$ cat src/rtl/op_key_pkg.sv
// Shared types and constants for the operator key conditioner.
package op_key_pkg;

  localparam int unsigned NUM_KEYS = 4;

  typedef enum logic [2:0] {
    IDLE     = 3'd0,
    DEBOUNCE = 3'd1,
    FIRE     = 3'd2,
    WAIT_REL = 3'd3,
    REL_DEB  = 3'd4
  } state_t;

  localparam logic [1:0] OP_ADD = 2'd0;
  localparam logic [1:0] OP_SUB = 2'd1;
  localparam logic [1:0] OP_MUL = 2'd2;
  localparam logic [1:0] OP_DIV = 2'd3;

  function automatic logic is_onehot(input logic [NUM_KEYS-1:0] keys);
    logic [NUM_KEYS-1:0] one;
    one = 1;
    return (keys != '0) && ((keys & (keys - one)) == '0);
  endfunction

  function automatic logic [1:0] encode(input logic [NUM_KEYS-1:0] keys);
    logic [1:0] code;
    case (keys)
      4'b0001: code = OP_ADD;
      4'b0010: code = OP_SUB;
      4'b0100: code = OP_MUL;
      4'b1000: code = OP_DIV;
      default: code = OP_ADD;
    endcase
    return code;
  endfunction

endpackage

$ cat src/rtl/key_sync2.sv
// Two-flop synchroniser for asynchronous button inputs, synchronous reset.
module key_sync2 #(
  parameter int unsigned WIDTH = 4
) (
  input  logic             clock,
  input  logic             reset,
  input  logic [WIDTH-1:0] d,
  output logic [WIDTH-1:0] q
);

  logic [WIDTH-1:0] meta;

  always_ff @(posedge clock) begin
    if (reset) begin
      meta <= '0;
      q    <= '0;
    end else begin
      meta <= d;
      q    <= meta;
    end
  end

endmodule

$ cat src/rtl/op_key_conditioner.sv
// Synchronise, debounce and encode four operator buttons into one pulse per press.
// Optional auto-repeat while a single key is held: define OPKEY_REPEAT_EN.
module op_key_conditioner
  import op_key_pkg::*;
#(
  parameter int unsigned DEBOUNCE_CYCLES = 4,
  parameter int unsigned REPEAT_CYCLES   = 16
) (
  input  logic       clock,
  input  logic       reset,
  input  logic [3:0] key_raw,
  output logic       op_valid,
  output logic [1:0] op_code,
  output logic       op_err,
  output logic       key_held
);

  if (DEBOUNCE_CYCLES < 1 || DEBOUNCE_CYCLES > 255) begin : g_db_range
    $error("DEBOUNCE_CYCLES out of range 1..255");
  end
  if (REPEAT_CYCLES < 1 || REPEAT_CYCLES > 255) begin : g_rpt_range
    $error("REPEAT_CYCLES out of range 1..255");
  end

  localparam logic [7:0] DB_LAST = 8'(DEBOUNCE_CYCLES - 1);

  state_t              state;
  logic [NUM_KEYS-1:0] key_s;
  logic [NUM_KEYS-1:0] cand;
  logic [7:0]          cnt;

  key_sync2 #(
    .WIDTH(NUM_KEYS)
  ) u_sync (
    .clock(clock),
    .reset(reset),
    .d    (key_raw),
    .q    (key_s)
  );

`ifdef OPKEY_REPEAT_EN
  localparam logic [7:0] RPT_LAST = 8'(REPEAT_CYCLES - 1);
  logic [7:0] rpt_cnt;
`endif

  // Outputs are registered on the transition into the state that owns them,
  // so they line up exactly with the state register.
  always_ff @(posedge clock) begin
    if (reset) begin
      state    <= IDLE;
      cand     <= '0;
      cnt      <= '0;
      op_valid <= 1'b0;
      op_code  <= OP_ADD;
      op_err   <= 1'b0;
      key_held <= 1'b0;
`ifdef OPKEY_REPEAT_EN
      rpt_cnt  <= '0;
`endif
    end else begin
      op_valid <= 1'b0;
      op_code  <= OP_ADD;
      op_err   <= 1'b0;
`ifdef OPKEY_REPEAT_EN
      rpt_cnt  <= '0;
`endif
      unique case (state)
        IDLE: begin
          key_held <= 1'b0;
          if (key_s != '0) begin
            cand  <= key_s;
            cnt   <= '0;
            state <= DEBOUNCE;
          end
        end
        DEBOUNCE: begin
          if (key_s != cand) begin
            state <= IDLE;
          end else if (cnt == DB_LAST) begin
            state <= FIRE;
            if (is_onehot(cand)) begin
              op_valid <= 1'b1;
              op_code  <= encode(cand);
            end else begin
              op_err <= 1'b1;
            end
          end else if (cnt != 8'hFF) begin
            cnt <= cnt + 8'd1;
          end
        end
        FIRE: begin
          state    <= WAIT_REL;
          cnt      <= '0;
          key_held <= 1'b1;
        end
        WAIT_REL: begin
          key_held <= 1'b1;
          if (key_s == '0) begin
            cnt   <= '0;
            state <= REL_DEB;
          end
`ifdef OPKEY_REPEAT_EN
          // Only a steady single-key hold repeats; any set change restarts the hold.
          else if (key_s == cand && is_onehot(cand)) begin
            if (rpt_cnt == RPT_LAST) begin
              state    <= FIRE;
              op_valid <= 1'b1;
              op_code  <= encode(cand);
              key_held <= 1'b0;
            end else begin
              rpt_cnt <= rpt_cnt + 8'd1;
            end
          end
`endif
        end
        REL_DEB: begin
          if (key_s != '0) begin
            state <= WAIT_REL;
          end else if (cnt == DB_LAST) begin
            state    <= IDLE;
            key_held <= 1'b0;
          end else if (cnt != 8'hFF) begin
            cnt <= cnt + 8'd1;
          end
        end
        default: begin
          state    <= IDLE;
          key_held <= 1'b0;
        end
      endcase
    end
  end

endmodule
$ cat config.mk
export PLATFORM = sky130hd
export DESIGN_NAME = op_key_conditioner
export DESIGN_NICKNAME = d
export VERILOG_FILES = /design/src/rtl/op_key_pkg.sv /design/src/rtl/key_sync2.sv /design/src/rtl/op_key_conditioner.sv
export SDC_FILE = /design/constraint.sdc
export NUM_CORES = 1
export LEC_CHECK = 0
export ABC_CLOCK_PERIOD_IN_PS = 2600
export BUFFER_PORTS_ARGS = -buffer_cell sky130_fd_sc_hd__buf_4
export CAP_MARGIN = 15
export CORE_MARGIN = 2
export CORE_UTILIZATION = 60
export CTS_BUF_LIST = sky130_fd_sc_hd__clkbuf_4 sky130_fd_sc_hd__clkbuf_8
export CTS_CLUSTER_DIAMETER = 150
export CTS_CLUSTER_SIZE = 12
export DETAILED_ROUTE_END_ITERATION = 16
export GPL_TIMING_DRIVEN = 0
export PLACE_DENSITY = 0.8
export SLEW_MARGIN = 0
export SYNTH_ARGS = -nofsm -noshare
export SYNTH_HDL_FRONTEND = slang
export SYNTH_SLANG_ARGS = --single-unit
$ cat constraint.sdc
create_clock -name clock -period 2.6 [get_ports clock]
set_input_delay 0.39 -clock clock [delete_from_list [all_inputs] [get_ports clock]]
set_output_delay 0.39 -clock clock [all_outputs]
set_load 0.02 [all_outputs]
==> impl_metrics.csv <==
group,metric,value,unit
outcome,status,"finished clean",
layout,layout_common_cells,"28 x dfxtp_1, 15 x nor2_1, 11 x buf_4",
die,die_h,51.41,um
clocking,cts.sinks,28,
drt,vias,1215,
die,die_x,51.41,um
layout,drive_above_1_share,0.1479,
sta,fin_skew,2.014,ps
sta,tns,0,ps
sta,hold_violations,0,
yosys,syn_nets,162,
clocking,holdBufCountCts,0,
setup_path,cp_data_required_time,2860,ps
yosys,avgSynthCellArea,8.702,um^2
sta,rsz0062_at_grt,"false",
drt,routedWlPerCell,14.06,um
layout,final_common_cell,"dfxtp_1",
setup_path,worstSetupEndpointType,"register",
min_path,hold_path_class,"in2reg",
sta,tightest_slew,530.9,ps
global_routing,grt_pass1_vias,1128,
flow_run,maxCapViolCount,0,
setup_path,crit_type,"reg2reg",
clocking,numCtsBuffers,3,
sta,slew_viol_final,0,
drt,drtIter0Drc,43,
die,core,0.002170,mm^2
drt,detail_route.vias_per_cell,6.168,
yosys,ys_warn_count,0,
global_routing,antenna_found_initial,0,
clocking,insertion_delay,340,ps
drt,ant_nets,0,
layout,final_nets,177,
die,initial_core_util,0.6217,
clocking,clk_transition_reported_paths,150,ps
yosys,synthDistinctLibCells,41,
sta,min_period,2197,ps
sta,fmaxAchievable,455.1,MHz
sta,fin_crit_sh,0.8451,
clocking,htree_levels,1,
sta,setup_viol,0,
layout,fin_cells,197,
layout,num-fill-cells,191,
global_routing,grtUsageTotal,0.2380,
drt,first_pass_iters,4,
die,die_area,0.002643,mm^2
layout,antenna_cells,0,
placement,post-place-ws,442.8,ps
global_routing,grt_pass1_wl,4781,um
yosys,synth.cell_area,0.001349,mm^2
clocking,cts.repair.resized,0,
setup_path,crit_path_start_kind,"register",
sta,timing.hold.ws,247.9,ps
power,peakVddDrop,0.4950,mV
yosys,synthCells,155,
global_routing,grt.overflow.total,0,
sta,setup_slack,402.6,ps
setup_path,path_max_fanout,10,
placement,post-dp-hpwl,1975,um
layout,fin_area,0.001511,mm^2
die,io-pin-count,11,
power,total_leakage_power,0.5902,nW
clocking,cts_buffer_depth,2,
min_path,holdPathStages,2,
power,power_density,562.4,mW/mm^2
placement,dp.cells,193,
global_routing,grt_max_degree,17,
setup_path,worstPathArrival,2450,ps
placement,gp_congestion,0.8607,
sta,slew_headroom,0.6433,
layout,fin_util,0.6967,
drt,finalWirelength,2769,um
yosys,yosysSeqAreaShare,0.4156,
yosys,synth_edf_count,0,
power,power,850.0,uW
clocking,post_cts_buffers,0,
yosys,synth_seq_cells,28,
clocking,cts_tree,"done",
placement,placed_cell_area,0.001459,mm^2
yosys,async_flop_share,0,
setup_path,ff2ff_path_depth,7,
placement,portBuffers,10,
yosys,ys.flop_type,"dfxtp_1",
layout,areaGrowthSynthToFinish,12.06,%
clocking,cts_root_buf,"clkbuf_4",
die,rows,17,
drt,drc,0,
final timing paths:
check | startpoint | endpoint | slack [ps]
hold / removal | key_raw[0] | u_sync.meta[0] | 250
setup reg to reg | state[2] | cnt[1] | 400
hold reg to reg | u_sync.meta[1] | u_sync.q[1] | 450
setup / recovery | state[2] | cnt[1] | 400
cell type report:
class,instances,area (um^2),area share
Multi-Input combinational cell,112,719.4,0.4760
Sequential cell,28,560.5,0.3709
Timing Repair Buffer,10,75.07,0.04967
Buffer,9,46.29,0.03063
Tap cell,28,35.03,0.02318
Clock inverter,1,30.03,0.01987
Clock buffer,3,22.52,0.01490
Inverter,6,22.52,0.01490
cell families after synthesis:
logic type | Yosys count | share of synthesized area
flip-flops | 28 | 0.4156
AO/OA/AOI/OAI | 34 | 0.1735
AND/OR/NAND/NOR | 70 | 0.3052
buffers and inverters | 15 | 0.05102
XOR/XNOR | 7 | 0.04546
adder cells (fa/ha/maj) | 1 | 0.009275
Yosys cell counts (2+ instances only):
cell type / number / share of area
and3_1: 2 / 0.0093
xnor2_1: 2 / 0.013
a221oi_1: 2 / 0.013
a21oi_1: 9 / 0.033
or4_1: 2 / 0.011
nor4_1: 3 / 0.014
nor2b_1: 9 / 0.042
nand2b_1: 8 / 0.037
nand3b_1: 3 / 0.017
a22oi_1: 6 / 0.033
nand2_1: 6 / 0.017
nor3b_1: 3 / 0.017
o32ai_1: 4 / 0.026
dfxtp_1: 28 / 0.42
or2_2: 2 / 0.0093
and2_1: 2 / 0.0093
a31oi_1: 4 / 0.019
nor3_1: 3 / 0.011
and3_2: 2 / 0.011
nor2_1: 15 / 0.042
o21ai_0: 2 / 0.0074
nand4_1: 5 / 0.023
clkbuf_1: 6 / 0.017
inv_1: 6 / 0.017
xor2_1: 5 / 0.032
sequential cells by signal (all words and copies together) (netlist names), 2 cells and up:
name and cells:
u_sync.meta 4, u_sync.q 4, op_code 2, cand 4, state 3, cnt 8
metal layers:
layer	part of all wire	global-route usage	vias up
li1	-	-	591
met1	0.47	0.3192	590
met2	0.48	0.3889	29
met3	0.040	0.03509	5
met4	0.014	0.08333	0
met5	0	0	-
power breakdown:
group | leakage (nW) | switching, mW | internal [mW] | total [mW]
Combinational | 0.334 | 0.0604 | 0.0460 | 0.106
Clock | 0.0279 | 0.134 | 0.156 | 0.290
Sequential | 0.228 | 0.0120 | 0.441 | 0.453
Total | 0.590 | 0.207 | 0.643 | 0.850
critical path: stages, from the launching register on:
cell and delay [ps]:
dfxtp_1 340, clkbuf_1 270, nor3b_1 380, and2_1 210
a21oi_1 70, clkbuf_1 260, a211o_1 350, o32ai_1 240
Note: power is estimated with default switching activity, not from simulation.
